File: config.mk
export PLATFORM = sky130hd
export DESIGN_NAME = fpu_rand_dispatcher_flat
export DESIGN_NICKNAME = d
export VERILOG_FILES = /design/src/rtl/fpu_rand_dispatcher_if.sv /design/src/rtl/fpu_rand_dispatcher.sv /design/src/flat_wrapper.sv
export SDC_FILE = /design/constraint.sdc
export NUM_CORES = 1
export LEC_CHECK = 0
export CAP_MARGIN = 20
export CORE_MARGIN = 2
export CORE_UTILIZATION = 38
export CTS_BUF_LIST = sky130_fd_sc_hd__clkbuf_8 sky130_fd_sc_hd__clkbuf_16
export CTS_CLUSTER_DIAMETER = 80
export DETAILED_ROUTE_END_ITERATION = 8
export PLACE_DENSITY = 0.77
export SYNTH_ARGS = -nofsm -noshare
export SYNTH_HDL_FRONTEND = slang
export SYNTH_SLANG_ARGS = --single-unit
File: constraint.sdc
create_clock -name clk -period 2.75 [get_ports clk]
set_input_delay 0.55 -clock clk [delete_from_list [all_inputs] [get_ports clk]]
set_output_delay 0.55 -clock clk [all_outputs]
set_load 0.05 [all_outputs]
File: src/rtl/fpu_rand_dispatcher_if.sv
// Request-side and FPU-side handshake bundle for fpu_rand_dispatcher.
// The master modport is the dispatcher's view; slave is the surrounding fabric.
interface fpu_rand_dispatcher_if #(
    parameter int NB_FPU     = 4,
    parameter int DATA_WIDTH = 32
);
    logic                  req_valid_i;
    logic                  req_ready_o;
    logic [DATA_WIDTH-1:0] req_data_i;
    logic [NB_FPU-1:0]     fpu_req_valid_o;
    logic [NB_FPU-1:0]     fpu_req_ready_i;
    logic [DATA_WIDTH-1:0] fpu_req_data_o;
    logic [NB_FPU-1:0]     fpu_done_i;

    modport master (
        input  req_valid_i, req_data_i, fpu_req_ready_i, fpu_done_i,
        output req_ready_o, fpu_req_valid_o, fpu_req_data_o
    );

    modport slave (
        output req_valid_i, req_data_i, fpu_req_ready_i, fpu_done_i,
        input  req_ready_o, fpu_req_valid_o, fpu_req_data_o
    );
endinterface

File: src/rtl/fpu_rand_dispatcher.sv
// Steers requests to NB_FPU shared FPUs starting at the LFSR-preferred index, with credit tracking.
// Optional stall-cycle counter enabled by defining FPU_RAND_DISPATCHER_PERF_EN.
module fpu_rand_dispatcher #(
    parameter int NB_FPU     = 4,
    parameter int ADDR_WIDTH = 2,
    parameter int DATA_WIDTH = 32,
    parameter int MAX_OUTST  = 4,
    parameter int CNT_WIDTH  = 3
) (
    input  logic                  clk,
    input  logic                  rst,
    input  logic [ADDR_WIDTH-1:0] rand_addr_i,
    output logic                  lfsr_en_o,
    fpu_rand_dispatcher_if.master bus,
    output logic [NB_FPU-1:0]     busy_o,
    output logic                  err_o,
    output logic [31:0]           stall_cnt_o
);

    localparam logic [CNT_WIDTH-1:0] MAX_CNT = CNT_WIDTH'(MAX_OUTST);
    localparam logic [NB_FPU-1:0]    ONE_HOT = {{(NB_FPU-1){1'b0}}, 1'b1};

    typedef enum logic {EMPTY, FULL} state_t;

    state_t                state;
    logic [ADDR_WIDTH-1:0] tgt;
    logic [ADDR_WIDTH-1:0] sel;
    logic [NB_FPU-1:0]     elig;
    logic [NB_FPU-1:0]     inc;
    logic [NB_FPU-1:0]     valid_q;
    logic [DATA_WIDTH-1:0] data_q;
    logic [CNT_WIDTH-1:0]  cnt [NB_FPU];
    logic                  any_elig;
    logic                  drain;
    logic                  req_ready;
    logic                  accept;

    always_comb begin
        elig   = '0;
        busy_o = '0;
        for (int i = 0; i < NB_FPU; i++) begin
            elig[i]   = (cnt[i] < MAX_CNT);
            busy_o[i] = (cnt[i] == MAX_CNT);
        end
    end

    // Walk downward so the closest eligible index above rand_addr_i wins.
    always_comb begin
        sel = rand_addr_i;
        for (int k = NB_FPU - 1; k >= 0; k--) begin
            if (elig[rand_addr_i + ADDR_WIDTH'(k)])
                sel = rand_addr_i + ADDR_WIDTH'(k);
        end
    end

    assign any_elig  = |elig;
    assign drain     = (state == FULL) && bus.fpu_req_ready_i[tgt];
    assign req_ready = !rst && any_elig && ((state == EMPTY) || drain);
    assign accept    = bus.req_valid_i && req_ready;

    assign lfsr_en_o           = accept;
    assign bus.req_ready_o     = req_ready;
    assign bus.fpu_req_valid_o = valid_q;
    assign bus.fpu_req_data_o  = data_q;

    always_comb begin
        inc = '0;
        if (accept)
            inc[sel] = 1'b1;
    end

    always_ff @(posedge clk) begin
        if (rst) begin
            state   <= EMPTY;
            tgt     <= '0;
            valid_q <= '0;
            data_q  <= '0;
        end else begin
            case (state)
                EMPTY: begin
                    if (accept) begin
                        state   <= FULL;
                        tgt     <= sel;
                        data_q  <= bus.req_data_i;
                        valid_q <= ONE_HOT << sel;
                    end
                end
                FULL: begin
                    if (accept) begin
                        tgt     <= sel;
                        data_q  <= bus.req_data_i;
                        valid_q <= ONE_HOT << sel;
                    end else if (drain) begin
                        state   <= EMPTY;
                        valid_q <= '0;
                    end
                end
                default: begin
                    state   <= EMPTY;
                    valid_q <= '0;
                end
            endcase
        end
    end

    // Credits are reserved at accept, so a staged request already counts as outstanding.
    always_ff @(posedge clk) begin
        if (rst) begin
            err_o <= 1'b0;
            for (int i = 0; i < NB_FPU; i++)
                cnt[i] <= '0;
        end else begin
            for (int i = 0; i < NB_FPU; i++) begin
                if (bus.fpu_done_i[i] && (cnt[i] == '0))
                    err_o <= 1'b1;
                if (inc[i] && !bus.fpu_done_i[i])
                    cnt[i] <= cnt[i] + CNT_WIDTH'(1);
                else if (!inc[i] && bus.fpu_done_i[i] && (cnt[i] != '0))
                    cnt[i] <= cnt[i] - CNT_WIDTH'(1);
            end
        end
    end

`ifdef FPU_RAND_DISPATCHER_PERF_EN
    logic [31:0] stall_q;

    always_ff @(posedge clk) begin
        if (rst)
            stall_q <= '0;
        else if (bus.req_valid_i && !req_ready && (stall_q != 32'hFFFF_FFFF))
            stall_q <= stall_q + 32'd1;
    end

    assign stall_cnt_o = stall_q;
`else
    assign stall_cnt_o = 32'd0;
`endif

endmodule
File: src/flat_wrapper.sv
// flat-port wrapper written by rule: the top's interface ports become plain ports
module fpu_rand_dispatcher_flat 
#(
    parameter int NB_FPU     = 4,
    parameter int ADDR_WIDTH = 2,
    parameter int DATA_WIDTH = 32,
    parameter int MAX_OUTST  = 4,
    parameter int CNT_WIDTH  = 3
)
  (clk, rst, rand_addr_i, lfsr_en_o, busy_o, err_o, stall_cnt_o, bus_req_valid_i, bus_req_data_i, bus_fpu_req_ready_i, bus_fpu_done_i, bus_req_ready_o, bus_fpu_req_valid_o, bus_fpu_req_data_o);
  fpu_rand_dispatcher_if #(.NB_FPU(NB_FPU), .DATA_WIDTH(DATA_WIDTH)) bus_i ();
  input  logic clk;
  input  logic rst;
  input  logic [ADDR_WIDTH-1:0] rand_addr_i;
  output logic lfsr_en_o;
  output logic [NB_FPU-1:0] busy_o;
  output logic err_o;
  output logic [31:0] stall_cnt_o;
  input wire logic [$bits(bus_i.req_valid_i)-1:0] bus_req_valid_i;
  input wire logic [$bits(bus_i.req_data_i)-1:0] bus_req_data_i;
  input wire logic [$bits(bus_i.fpu_req_ready_i)-1:0] bus_fpu_req_ready_i;
  input wire logic [$bits(bus_i.fpu_done_i)-1:0] bus_fpu_done_i;
  output wire logic [$bits(bus_i.req_ready_o)-1:0] bus_req_ready_o;
  output wire logic [$bits(bus_i.fpu_req_valid_o)-1:0] bus_fpu_req_valid_o;
  output wire logic [$bits(bus_i.fpu_req_data_o)-1:0] bus_fpu_req_data_o;
  assign bus_i.req_valid_i = bus_req_valid_i;
  assign bus_i.req_data_i = bus_req_data_i;
  assign bus_i.fpu_req_ready_i = bus_fpu_req_ready_i;
  assign bus_i.fpu_done_i = bus_fpu_done_i;
  assign bus_req_ready_o = bus_i.req_ready_o;
  assign bus_fpu_req_valid_o = bus_i.fpu_req_valid_o;
  assign bus_fpu_req_data_o = bus_i.fpu_req_data_o;
  fpu_rand_dispatcher #(.NB_FPU(NB_FPU), .ADDR_WIDTH(ADDR_WIDTH), .DATA_WIDTH(DATA_WIDTH), .MAX_OUTST(MAX_OUTST), .CNT_WIDTH(CNT_WIDTH)) u_core (.clk(clk), .rst(rst), .rand_addr_i(rand_addr_i), .lfsr_en_o(lfsr_en_o), .bus(bus_i), .busy_o(busy_o), .err_o(err_o), .stall_cnt_o(stall_cnt_o));
endmodule
# Word level (Yosys, flattened, before mapping)

Memories as Yosys holds them, arrays and structs flattened.
Index checks and enable logic that the tools add are counted.

Add/subtract/negate cells: 11
$lt $le $gt $ge: 11
Equality and inequality tests: 6
Shifts and indexed selects: 1
Muxes and demuxes: 69
Bitwise logic cells: 9
Reductions and logical operators: 42

Operator list:

| operator                                                   | number |
|---|---|
| 2-to-1 mux 1 bit                                           | 43 |
| 2-to-1 mux 32 bit                                          | 1 |
| 2-to-1 mux 3 bit                                           | 8 |
| logical AND 1 bit                                          | 21 |
| less-than comparator 2 x 3 -> 1 bit, second input constant | 6 |
| 2-to-1 mux 4 bit                                           | 4 |
| adder 3 x 1 -> 3 bit, second input constant                | 4 |
| == test 3 bit, second input constant                       | 4 |
| zero test 3 bit                                            | 4 |
| less-than comparator 3 bit, second input constant          | 4 |
| nonzero test 3 bit                                         | 4 |
| subtractor 3 x 1 -> 3 bit, second input constant           | 4 |
| binary-select mux 1 bit (select 2 bit)                     | 5 |
| 2-to-1 mux 2 bit                                           | 5 |
| zero test 1 bit                                            | 9 |
| bitwise OR 1 bit                                           | 8 |
| one-hot mux 4 bit (2 select lines)                         | 1 |
| adder 2 bit, second input constant                         | 2 |
| nonzero test 4 bit                                         | 1 |
| OR reduction 4 bit                                         | 1 |
| left shift 1 x 2 -> 4 bit, first input constant            | 1 |
| != test 3 bit, second input constant                       | 1 |
| adder 2 x 1 -> 2 bit, second input constant                | 1 |
| demux 1 bit (select 2 bit)                                 | 1 |
| 6 further kinds                                            | 6 |

Flip-flop bits (word level): 40
Memory bits (writable): 12
Input port bits: 45
Output and inout bits: 75
Word-level logic and storage cells: 155
Memories: 1

Memory list:

| memory     | words | bits a word | rd ports | clocked after Yosys merged registers in | write ports | RTL line                  | RTL |
|---|---|---|---|---|---|---|---|
| u_core.cnt | 4     | 3           | 4        | 0                                       | 4           | fpu_rand_dispatcher.sv:32 | `logic [CNT_WIDTH-1:0] cnt [NB_FPU];` |

# Depth between registers and ports, before layout

An unclocked memory read counts as a cell.

Depth after elaboration: 21
Depth in mapped cells: 9
Depth with buffers taken out: 8

# Worst setup path after synthesis

Ideal clock, no wire load.

Path kind: flip-flop to flip-flop
Start point: memory u_core.cnt[3][2] (netlist: u_core.cnt[0][11])
End point: memory u_core.cnt[2][2] (netlist: u_core.cnt[0][8]), data pin
Setup time: 0.263 ns
Data arrival time: 2.357 ns
Data required time: 2.487 ns
Path slack: 0.130 ns
Cell stages (with the launch flop): 10
Path buffers: 2
Period minus slack after synthesis: 2.620 ns
Cell sequence: edfxtp_1 -> buf_4 -> nor2b_1 -> o21a_1 -> or3_1 -> buf_2 -> a311o_1 -> fa_1 -> xnor2_1 -> mux2i_1

RTL lines:

| item        | RTL line |
|---|---|
| from (decl) | fpu_rand_dispatcher.sv:32 |

==> PnR_summary.wiki <==
{| class="wikitable"
! Metric !! Value
|-
| Portion of netlist area occupied by mux cells || 0.0237
|-
| Standard cell with the maximum stage delay on the critical path || clkdlybuf4s50_1
|-
| Vias in the first global route || 2267
|-
| Outcome || finished, final reports clean
|-
| Compound-gate portion of the synthesized area || 0.153
|-
| H-tree depth || 2
|-
| Cells after synthesis || 305
|-
| List of cells traversed by the critical path || clkdlybuf4s50_1, mux2_2, o22ai_4, or2_4, inv_1, a311o_1, fa_1, xnor2_1, mux2i_1
|-
| Final-report max-slew violation count || 0
|-
| Die X-Extent || 87.4 um
|-
| Clock net sink count || 52
|-
| CTS Buffer Depth || 2
|-
| Utilization of the core after routing || 0.557
|-
| Detail Route Antenna Nets || 0
|-
| Minimum clock period || 2.65 ns
|-
| Initial DRC count || 142
|-
| Launching element type of the critical path || input port
|-
| Final worst-path setup slack || 0.0953 ns
|-
| Setup repair after global routing missed its margin || false
|-
| Number of buffers inserted for hold repair after clock tree synthesis || 0
|-
| CP Data Arrival Time || 2.80 ns
|-
| Fin Hold WS || 0.458 ns
|-
| WL final || 6.29 mm
|-
| Setup crit start || bus_fpu_req_ready_i[3]
|-
| Syn. warnings || 0
|-
| Commonest register cell after synthesis || dfxtp_1
|-
| Placed Instances || 479
|-
| Clk_skew || 0.00773 ns
|-
| Basic-gate share of the synthesized area counting and, or, nand and nor cells || 0.196
|-
| Insertion delay to the later sink of the worst-skew pair || 0.30 ns
|-
| Worst Path Required || 2.89 ns
|-
| Clock tree root buffer cell || clkbuf_8
|-
| Starting density of the core || 0.391
|-
| Cell type with the largest total area after synthesis || dfxtp_1
|-
| CTS tree || yes
|-
| FP Rows || 30
|-
| WP depth || 9
|-
| Fraction of the mapped netlist area in adder cells || 0.0370
|-
| Post-route total power || 2.11 mW
|-
| Hold Fails Final Rpt || 0
|-
| Post-synthesis share of cell area spent on xor and xnor gates || 0.00995
|-
| # nets final || 460
|-
| Post-DR vias/cell || 4.73
|-
| Max-cap violation count || 0
|-
| Standard cell core area || 0.00676 mm2
|-
| Layout overhead on the synthesized area || 42.5%
|-
| Max VDD drop || 0.283 mV
|-
| HP Start || u_core.bus.fpu_req_data_o[27]$_SDFFE_PP0P_
|-
| Worst-case headroom to the max-slew limit || 0.621
|-
| Hold crit path type || register to register
|-
| Number of antenna violations at the first check in global routing || 0
|-
| Final non-filler cell area || 0.00376 mm2
|-
| DRT Pass-1 Iters || 4
|-
| Synth async-reset ratio || 0
|-
| Maximum fanout encountered on the critical timing path || 3
|-
| Ratio of final minimum period to clock period || 0.965
|-
| Power Density || 561 mW/mm2
|-
| First-pass GRT wire length || 10.5 mm
|-
| Worst hold path stage count || 2
|-
| Maximum number of pins on one net before global-route repair || 44
|-
| Mean instance size in the synthesized netlist || 8.66 um2
|-
| Placement Cell Area || 0.00362 mm2
|-
| Cell types with the largest area share after synthesis || dfxtp_1 30%, edfxtp_1 14%, nand2_1 9.7%
|-
| FF+latch count, synth || 52
|-
| Top Ports || 120
|-
| Area fraction of the dominant cell type after synthesis || 0.303
|-
| Number of I/O port buffers || 87
|-
| Leakage power summed over all cells || 1.52 nW
|-
| Element type at the critical path end || register
|-
| Dominant combinational cell family by area after synthesis || simple AND/OR/NAND/NOR gates
|-
| CP peak stage delay || 0.40 ns
|-
| Slew @ Worst Pin || 0.560 ns
|-
| Class of the most critical setup path || input port to register
|-
| Number of synthesized flops with an enable pin || 12
|-
| Mean routed wirelength per cell || 12.8 um
|-
| Ant diodes || 0
|-
| Worst setup timing slack at the placement stage || -0.377 ns
|-
| Startpoint of the most critical register-to-register path || u_core.cnt[0][11]$_DFFE_PP_
|-
| Final cell count without fillers || 490
|-
| Number of design rule violations left after detail routing || 0
|-
| TritonCTS buffer count || 5
|-
| Fmax || 0.377 GHz
|-
| GR Overflow Total || 0
|-
| Post-Syn Area || 0.00264 mm2
|-
| Number of buffer and inverter instances along the worst setup path || 2
|-
| CTS clock-pin slew for the worst setup and hold paths || 0.09 ns
|-
| Overall die height || 87.4 um
|-
| Number of distinct library cells after synthesis || 51
|-
| Cell family with the largest share of critical-path delay || compound AO/OA/AOI/OAI gates
|-
| Share of final-layout standard cells stronger than drive strength 1 || 0.127
|-
| Setup Total Neg Slack || 0 ns
|-
| Register area share after synthesis || 0.440
|-
| Final setup violation count || 0
|-
| Global placer's final weighted congestion || 0.839
|-
| Via count || 2318
|-
| HPWL reported at the end of detailed placement || 4.64 mm
|-
| Cells on worst reg2reg path || 7
|-
| Full die area || 0.00763 mm2
|-
| GRT Total Usage || 0.172
|}
## timing repair
item / 4_1_cts / 5_1_grt
setup buffers: 0 / 3
pin swaps: 1 / 4
setup endpoints to repair: 5 / 2
resized for setup: 4 / 5
## worst register-to-register path: stages (launching register included)
cell and delay, ns:
edfxtp_1 0.48, nor2b_1 0.18, o21a_1 0.20, or3_4 0.40, a311o_1 0.39, fa_1 0.39, xnor2_1 0.19, mux2i_1 0.20
## power by group
| group | total [mW] | switching (mW) | internal, mW |
|---|---|---|---|
| Clock | 0.435 | 0.236 | 0.198 |
| Sequential | 0.910 | 0.0532 | 0.857 |
| Combinational | 0.766 | 0.464 | 0.301 |
## flip-flops by register name, summed over array words and instances (netlist names)
signal	count
u_core.err_o	1
u_core.state	1
u_core.cnt	12
u_core.bus.fpu_req_data_o	32
u_core.tgt	2
u_core.bus.fpu_req_valid_o	4
## synth_stat cells, types with 2 or more instances
master / number
buf_2: 9
edfxtp_1: 12
nand3_1: 2
buf_1: 2
nand2b_1: 4
nor2b_1: 3
dfxtp_1: 40
or4_4: 2
clkbuf_1: 5
nor2_1: 7
o21a_1: 2
buf_4: 33
nand3b_1: 3
a21oi_1: 45
mux2_2: 2
o311ai_0: 2
nor3_1: 6
nand2_1: 68
mux2i_1: 4
inv_1: 13
and3_1: 3
fa_1: 3
ha_1: 3
xnor2_1: 3
or2_2: 3
## routing by layer
layer | vias up | track usage | share of wire
li1 | 1170 | - | -
met4 | 0 | 0.0364 | 0.0064
met1 | 1067 | 0.223 | 0.45
met2 | 77 | 0.291 | 0.49
met3 | 4 | 0.0417 | 0.056
met5 | - | 0 | 0
## kinds of logic after synthesis
logic type,count (synthesis)
other,1
buffers and inverters,62
adders and majority gates,6
muxes,6
xor gates and xnor gates,3
and+or+nand+nor,108
AOI/OAI and AO/OA,67
DFF,52
## final timing paths
check,to,slack (ns)
min reg2reg,u_core.bus.fpu_req_data_o[27]$_SDFFE_PP0P_,0.46
max reg2reg,u_core.cnt[0][8]$_SDFFCE_PN0P_,0.17
min,u_core.bus.fpu_req_data_o[27]$_SDFFE_PP0P_,0.46
max,u_core.cnt[0][8]$_SDFFCE_PN0P_,0.1
## cell type report
cell class                      instances  area, um2
Fill cell                             603       3000
Inverter                               13       48.8
Multi-Input combinational cell        222       1260
Clock buffer                            6       82.6
Sequential cell                        52       1160
Timing Repair Buffer                  115       1100
Tap cell                               80        100
Clock inverter                          2       7.51
## placed cells by master (no fill, tap or decap), drive strengths merged, types with 4 or more instances in the layout
cell and count:
a21oi 45, clkdlybuf4s50 83, dfxtp 40, nand2 68
edfxtp 12, nand2b 4, conb 32, buf 30
nor2 7, nand3b 4, mux2i 4, inv 15
nor3 6, clkbuf 6
Note: power is estimated with default switching activity, not from simulation.
